<file path="config.mk">
export PLATFORM = sky130hd
export DESIGN_NAME = mips_cpu_muldiv_iter
export DESIGN_NICKNAME = d
export VERILOG_FILES = /design/src/rtl/mips_cpu_muldiv_iter.sv
export SDC_FILE = /design/constraint.sdc
export NUM_CORES = 1
export LEC_CHECK = 0
export ABC_CLOCK_PERIOD_IN_PS = 15650
export CORE_UTILIZATION = 61
export CTS_CLUSTER_SIZE = 10
export DETAILED_ROUTE_END_ITERATION = 6
export PLACE_DENSITY = 0.82
export SYNTH_ARGS = -nofsm -noshare
export SYNTH_HDL_FRONTEND = slang
export SYNTH_SLANG_ARGS = --single-unit
</file>
<file path="constraint.sdc">
create_clock -name clk -period 15.65 [get_ports clk]
set_clock_uncertainty 0.15 [all_clocks]
set_input_delay 3.9125 -clock clk [delete_from_list [all_inputs] [get_ports clk]]
set_output_delay 3.9125 -clock clk [all_outputs]
set_load 0.02 [all_outputs]
</file>
<file path="src/rtl/mips_cpu_muldiv_iter.sv">
// Iterative multiply/divide unit for the MIPS core.
// Owns HI/LO. Multiply is shift-add, retiring MUL_STEP multiplier bits per
// cycle. Divide is restoring, producing one quotient bit per cycle.
// Both operate on operand magnitudes. The sign is applied in a final FIX cycle.
module mips_cpu_muldiv_iter #(
    parameter int WIDTH    = 32,
    parameter int MUL_STEP = 1
) (
    input  logic             clk,
    input  logic             reset,
    input  logic             clk_enable,
    input  logic             start,
    input  logic [1:0]       op,
    input  logic [WIDTH-1:0] a,
    input  logic [WIDTH-1:0] b,
    input  logic             mthi,
    input  logic             mtlo,
    input  logic [WIDTH-1:0] mt_data,
    output logic             busy,
    output logic             done,
    output logic             div_by_zero,
    output logic [WIDTH-1:0] hi,
    output logic [WIDTH-1:0] lo
);

    localparam int MUL_N = WIDTH / MUL_STEP;
    localparam int CW    = $clog2(WIDTH + 1);

    typedef enum logic [1:0] {
        S_IDLE = 2'd0,
        S_RUN  = 2'd1,
        S_FIX  = 2'd2
    } state_t;

    state_t               state_q, state_d;
    logic [CW-1:0]        count_q, count_d;
    logic                 is_div_q, is_div_d;
    logic                 neg_lo_q, neg_lo_d;     // product / quotient negative
    logic                 neg_hi_q, neg_hi_d;     // remainder negative
    logic                 dz_q, dz_d;             // pending divide-by-zero
    logic [WIDTH-1:0]     a_raw_q, a_raw_d;       // raw dividend for the b==0 result
    logic [2*WIDTH-1:0]   mcand_q, mcand_d;
    logic [WIDTH-1:0]     mplier_q, mplier_d;
    logic [2*WIDTH-1:0]   acc_q, acc_d;
    logic [WIDTH-1:0]     divisor_q, divisor_d;
    logic [WIDTH-1:0]     rem_q, rem_d;
    logic [WIDTH-1:0]     quo_q, quo_d;
    logic [WIDTH-1:0]     hi_q, hi_d;
    logic [WIDTH-1:0]     lo_q, lo_d;
    logic                 done_q, done_d;
    logic                 div_by_zero_q, div_by_zero_d;

    // Operand preparation at start: magnitudes and sign flags.
    logic                 is_signed;
    logic                 a_neg, b_neg;
    logic [WIDTH-1:0]     a_mag, b_mag;

    assign is_signed = ~op[0];
    assign a_neg     = is_signed & a[WIDTH-1];
    assign b_neg     = is_signed & b[WIDTH-1];
    assign a_mag     = a_neg ? -a : a;
    assign b_mag     = b_neg ? -b : b;

    // One multiply step: conditionally add shifted multiplicand per multiplier bit.
    logic [2*WIDTH-1:0]   mul_chain [MUL_STEP+1];

    assign mul_chain[0] = acc_q;
    generate
        for (genvar gi = 0; gi < MUL_STEP; gi++) begin : g_mul_step
            assign mul_chain[gi+1] = mul_chain[gi] + (mplier_q[gi] ? (mcand_q << gi) : '0);
        end
    endgenerate

    // One restoring divide step. The top bit of the difference acts as the
    // borrow, because the partial remainder always stays below the divisor.
    logic [WIDTH:0]       div_shift;
    logic [WIDTH:0]       div_diff;
    logic                 div_fits;

    assign div_shift = {rem_q, quo_q[WIDTH-1]};
    assign div_diff  = div_shift - {1'b0, divisor_q};
    assign div_fits  = ~div_diff[WIDTH];

    // Signed results assembled in the FIX cycle.
    logic [2*WIDTH-1:0]   prod_res;
    logic [WIDTH-1:0]     quo_res, rem_res;

    assign prod_res = neg_lo_q ? -acc_q : acc_q;
    assign quo_res  = neg_lo_q ? -quo_q : quo_q;
    assign rem_res  = neg_hi_q ? -rem_q : rem_q;

    // Next-state and datapath update. With clk_enable low, everything holds.
    always_comb begin
        state_d       = state_q;
        count_d       = count_q;
        is_div_d      = is_div_q;
        neg_lo_d      = neg_lo_q;
        neg_hi_d      = neg_hi_q;
        dz_d          = dz_q;
        a_raw_d       = a_raw_q;
        mcand_d       = mcand_q;
        mplier_d      = mplier_q;
        acc_d         = acc_q;
        divisor_d     = divisor_q;
        rem_d         = rem_q;
        quo_d         = quo_q;
        hi_d          = hi_q;
        lo_d          = lo_q;
        done_d        = done_q;
        div_by_zero_d = div_by_zero_q;

        if (clk_enable) begin
            done_d = 1'b0;
            case (state_q)
                S_IDLE: begin
                    if (mthi) hi_d = mt_data;
                    if (mtlo) lo_d = mt_data;
                    if (start) begin
                        state_d   = S_RUN;
                        is_div_d  = op[1];
                        count_d   = op[1] ? CW'(WIDTH) : CW'(MUL_N);
                        neg_lo_d  = a_neg ^ b_neg;
                        neg_hi_d  = a_neg;
                        dz_d      = op[1] & (b == '0);
                        a_raw_d   = a;
                        mcand_d   = {{WIDTH{1'b0}}, a_mag};
                        mplier_d  = b_mag;
                        acc_d     = '0;
                        divisor_d = b_mag;
                        rem_d     = '0;
                        quo_d     = a_mag;
                    end
                end
                S_RUN: begin
                    if (is_div_q) begin
                        rem_d = div_fits ? div_diff[WIDTH-1:0] : div_shift[WIDTH-1:0];
                        quo_d = {quo_q[WIDTH-2:0], div_fits};
                    end else begin
                        acc_d    = mul_chain[MUL_STEP];
                        mcand_d  = mcand_q << MUL_STEP;
                        mplier_d = mplier_q >> MUL_STEP;
                    end
                    count_d = count_q - CW'(1);
                    if (count_q == CW'(1)) state_d = S_FIX;
                end
                S_FIX: begin
                    if (!is_div_q) begin
                        hi_d = prod_res[2*WIDTH-1:WIDTH];
                        lo_d = prod_res[WIDTH-1:0];
                    end else if (dz_q) begin
                        hi_d = a_raw_q;
                        lo_d = '1;
                    end else begin
                        hi_d = rem_res;
                        lo_d = quo_res;
                    end
                    div_by_zero_d = is_div_q & dz_q;
                    done_d        = 1'b1;
                    state_d       = S_IDLE;
                end
                default: state_d = S_IDLE;
            endcase
        end
    end

    // State register with immediate reset.
    always_ff @(posedge clk or posedge reset) begin
        if (reset) begin
            state_q       <= S_IDLE;
            count_q       <= '0;
            is_div_q      <= 1'b0;
            neg_lo_q      <= 1'b0;
            neg_hi_q      <= 1'b0;
            dz_q          <= 1'b0;
            a_raw_q       <= '0;
            mcand_q       <= '0;
            mplier_q      <= '0;
            acc_q         <= '0;
            divisor_q     <= '0;
            rem_q         <= '0;
            quo_q         <= '0;
            hi_q          <= '0;
            lo_q          <= '0;
            done_q        <= 1'b0;
            div_by_zero_q <= 1'b0;
        end else begin
            state_q       <= state_d;
            count_q       <= count_d;
            is_div_q      <= is_div_d;
            neg_lo_q      <= neg_lo_d;
            neg_hi_q      <= neg_hi_d;
            dz_q          <= dz_d;
            a_raw_q       <= a_raw_d;
            mcand_q       <= mcand_d;
            mplier_q      <= mplier_d;
            acc_q         <= acc_d;
            divisor_q     <= divisor_d;
            rem_q         <= rem_d;
            quo_q         <= quo_d;
            hi_q          <= hi_d;
            lo_q          <= lo_d;
            done_q        <= done_d;
            div_by_zero_q <= div_by_zero_d;
        end
    end

    assign busy        = (state_q != S_IDLE);
    assign done        = done_q;
    assign div_by_zero = div_by_zero_q;
    assign hi          = hi_q;
    assign lo          = lo_q;

endmodule

</file>
==> Word level (Yosys, flattened, before mapping) <==
Index checks and enable logic that the tools add are counted.
{ "totals": {"register_bits": 366, "output_inout_bits": 67} }
{ "op_classes": {"n_addsub": 8, "n_eq_ne": 9, "muxes": 36, "n_bitwise": 7, "reduce_logical": 13} }
{ "op_table": {"columns": ["cell", "n"], "rows": [
  ["$mux 32", 17],
  ["$mux 64", 6],
  ["$pmux 32 s2", 5],
  ["$pmux 64 s2", 2],
  ["$neg 32->32", 4],
  ["$add 64x64->64", 1],
  ["$neg 64->64", 1],
  ["$sub 33x32->33", 1],
  ["$logic_not 32->1", 1],
  ["$reduce_and 3->1", 5],
  ["$ne 2x2->1 const B", 6],
  ["$pmux 6 s2", 1],
  ["$reduce_and 4->1", 2],
  ["$eq 6x1->1 const B", 1],
  ["$mux 6", 1],
  ["$reduce_bool 2->1", 3],
  ["$sub 6x1->6 const B", 1],
  ["$and 1x1->1", 4],
  ["$mux 2", 2],
  ["$pmux 2 s2", 1],
  ["$eq 2x1->1 const B", 1],
  ["$eq 2x2->1 const B", 1],
  ["$logic_not 2->1", 1],
  ["$not 1->1", 2],
  ["3 further kinds", 3]
]} }

==> Longest topological paths before layout <==
{ "depth": {"ltp_word": 5, "ltp_mapped": 16, "depth_no_buf": 14} }

==> Worst setup path before layout <==
OpenSTA, ideal clock, no wires.
{ "synth_timing": {"path_kind": "input-to-reg", "start": "in b[4]", "end": "reg mplier_q[30]", "arrival_ns": 5.992, "slack_ns": 9.375, "cell_stages": 10, "cell_sequence": "nor4_1 and3_1 nand2_1 nor3b_1 nand3b_1 o41ai_1 xor2_1 nor2_1 a21oi_1 o21ai_0"} }
{ "synth_between": {"elab_chain_len": 4} }
{ "synth_rtl": {"columns": ["item", "line", "source"], "rows": [
  ["start: declaration", "15", "input logic [WIDTH-1:0] b,"],
  ["$neg 32->32", "62", "assign b_mag = b_neg ? -b : b;"],
  ["$mux 32", "62", null],
  ["$mux 32", "118", "if (start) begin"],
  ["$pmux 32 s2", "114", "case (state_q)"],
  ["end signal: assignment", "195", "mplier_q <= mplier_d;"],
  ["end: declaration", "43", "logic [WIDTH-1:0] mplier_q, mplier_d;"]
]} }
No other way between the ends. The select of a mux whose other input is x is not followed.
A chain may end at the register's enable or synchronous reset.

==> Final worst setup path <==
{ "layout_timing": {"start": "in clk_enable", "end": "reg mcand_q[19]"} }
{ "layout_between": {"elab_chain_len": 1} }
{ "layout_rtl": {"columns": ["item", "line", "source"], "rows": [
  ["start: declaration", "11", "input logic clk_enable,"],
  ["$reduce_and 4->1 (no line)", null, null],
  ["end signal: assignment", "194", "mcand_q <= mcand_d;"],
  ["end: declaration", "42", "logic [2*WIDTH-1:0] mcand_q, mcand_d;"]
]} }
No other way between the ends.

==> flow_summary.ini <==
[sta]
fmax_mhz = 142
setup_violations = 0
relSlewSlack_pct = 17.5
drv_slew = 0
fin_tns_setup_ns = 0
grt_setup_unrepaired = no
timing.final.crit_share_pct = 44.9
tightestPinTransition_ns = 1.24
min_period_ns = 7.02
hold_viol = 0

[setup_path]
crit_fanout = 106
path_cells = clkdlybuf4s50_1 > nor2b_1 > o21ai_1 > inv_1 > nand2_4 > buf_4 > o21ai_0
critical_path_class = in -> reg
crit_arrival_ns = 7.28
slowest_delay_ns = 0.92
slowest_stage = buf_4
crit_family = buffers and inverters
startpoint_type = input pin
cp.required_ns = 15.91
critical_path_buf_inv_count = 3
end_kind = flop

[grt]
grt-ovfl-total = 0
use_met3_pct = 7.55
grt_pass1_vias = 22906
grt_max_degree = 166
busiest_layer = met2
gr-usage-met1_pct = 50.4
grt_usage_pct = 38.8
met2_usage_pct = 59.7
grt_pass1_wl_mm = 128
antenna_found_initial = 1

[hold_path]
hp-class = reg -> reg

[synthesis]
yosysWarningCount = 0
ys.flop_type = dfrtp_1
syn-num-nets = 3385
yosysUniqueCellTypes = 80
ys_ff_latch = 366
syn-cell-area_mm2 = 0.0255
synth-edff-count = 0
ys_seq_area_share_pct = 36.0
synth-async-reset-ratio_pct = 100
postSynthAreaPerCell_um2 = 8.02
synthesis.instances = 3177

[finish]
nets = 3435
final_common_cell = nand2_1
layout-drive-gt1-share_pct = 3.67
diodes = 0
final_cell_mix = 559 x nand2_1, 386 x o21ai_0, 363 x dfrtp_1
area_delta_synth_final_pct = 12.2

[floorplanning]
initial_core_util_pct = 62.1
row_count = 74
coreArea_mm2 = 0.0410
io_pins = 171
die_height_um = 206
die_area_mm2 = 0.0426
die_w_um = 206

[cts]
clk_latency_ns = 0.58
post-cts-setup-buffers = 0
ctsRootBufferMaster = clkbuf_16
cts_tree = yes
cts_hold_buf = 0
cts_resized = 0
cts_max_level = 2
clk_pin_slew_worst_paths_ns = 0.06
cts_buffer_depth = 3
numCtsBuffers = 44
cts.sinks = 366

[power]
power_density_mw_per_mm2 = 203
ir_drop_mv = 0.139
cellLeakagePower_uw = 0.0125
p_total_uw = 5800

[placement]
gp_congestion = 1.01
hpwl_mm = 60.1
port_buffers = 170

[routing]
drc = 36
via_per_inst = 6.51
drt-wirelength-per-cell_um = 21.8
vias = 24563
first_iter_violations = 2434
wl_mm = 82.1
first_pass_iters = 7
ant_nets = 0

[flow_run]
maxCapViolCount = 0

[status]
status = complete, but fails checks
violations = design-rule violations
-- routing by layer --
metal,routed length [um],vias to the layer above
li1,-,11313
met1,33000,11702
met2,36100,1275
met3,7540,271
met4,5490,2
met5,5,-
-- state kept, by name, indices dropped and copies added (netlist names), 2 cells and up --
register,flops
a_raw_q,32
acc_q,64
count_q,6
divisor_q,32
hi,32
lo,32
mcand_q,64
mplier_q,32
quo_q,32
rem_q,32
state_q,2
-- through the flow --
stage	instance area [um2]	hold slack [ns]	cells	utilization (%)	setup WS (ns)
4_1_cts	28600	0.328	3773	69.7	8.73
3_3_place_gp	27400	0.309	3713	66.7	8.25
3_5_place_dp	27400	0.311	3713	66.7	8.13
6_report	28600	0.326	3773	69.7	8.63
5_1_grt	28600	0.346	3773	69.7	8.34
2_1_floorplan	25500	0.290	3177	-	1.43
-- where the power goes --
group | internal [uW] | leakage [uW] | switching (uW)
logic | 1210 | 0.00711 | 1970
registers | 1310 | 0.00474 | 400
clock network | 523 | 0.000598 | 391
-- worst min-delay path, cell delays in order (launching register included) --
cell     delay (ns)
dfrtp_1        0.33
nand2_1        0.04
o21ai_0        0.06
-- cells in the mapped netlist (7+ instances only) --
library cell / count / area (um2)
o21a_1: 11 / 82.6
a22oi_1: 33 / 248
a21o_1: 47 / 353
o221ai_1: 10 / 87.6
a211oi_1: 14 / 105
nand4_1: 27 / 169
o21bai_1: 25 / 188
o211ai_1: 24 / 180
dfrtp_1: 366 / 9160
or3_1: 25 / 156
or2_2: 7 / 43.8
o21ai_0: 386 / 1930
a221oi_1: 21 / 184
nor4_1: 26 / 163
inv_1: 82 / 308
nor3b_1: 7 / 52.6
nand3b_1: 7 / 52.6
buf_1: 11 / 41.3
nor2_1: 188 / 706
clkbuf_1: 174 / 653
mux2i_1: 51 / 510
nand3_1: 75 / 375
and3_1: 23 / 144
and2_1: 68 / 425
a21oi_1: 256 / 1280
nor3_1: 35 / 175
nand2b_1: 27 / 169
o41ai_1: 23 / 201
a31oi_1: 15 / 93.8
xor2_1: 107 / 937
o22ai_1: 14 / 87.6
nand2_1: 561 / 2110
xnor2_1: 154 / 1350
nor2b_1: 23 / 144
ha_1: 102 / 1280
or4_1: 19 / 143
o31ai_1: 44 / 330
-- layout make-up --
class                   count  area (um2)
repair buffers            193        1890
fillers                  3327       12400
well taps                 532         666
flip-flops and latches    366        9160
multi-input cells        2539       15300
clock inverters             5        25.0
clock buffers              55        1180
inverters                  83         319
-- final timing paths --
check | from | slack, ns | cells after the start | to
min | lo[12] | 0.33 | 2 | lo[12]
max in group asynchronous | reset | 9.29 | 4 | neg_lo_q
min reg2reg | lo[12] | 0.33 | 2 | lo[12]
max reg2reg | mplier_q[0] | 10.13 | 14 | acc_q[60]
min in group asynchronous | reset | 3.74 | 2 | hi[2]
max | clk_enable | 8.63 | 7 | mcand_q[19]
-- logic make-up after synthesis --
logic type                 Yosys count  share of synthesized area (%)
xor gates and xnor gates           262                           9.08
buffers and inverters              272                           4.05
muxes                               53                           2.09
adders and majority gates          104                           5.17
and+or+nand+nor                   1135                           20.5
AOI/OAI and AO/OA                  985                           23.2
DFF                                366                           36.0
No activity file was read; power rests on OpenSTA's default activity.
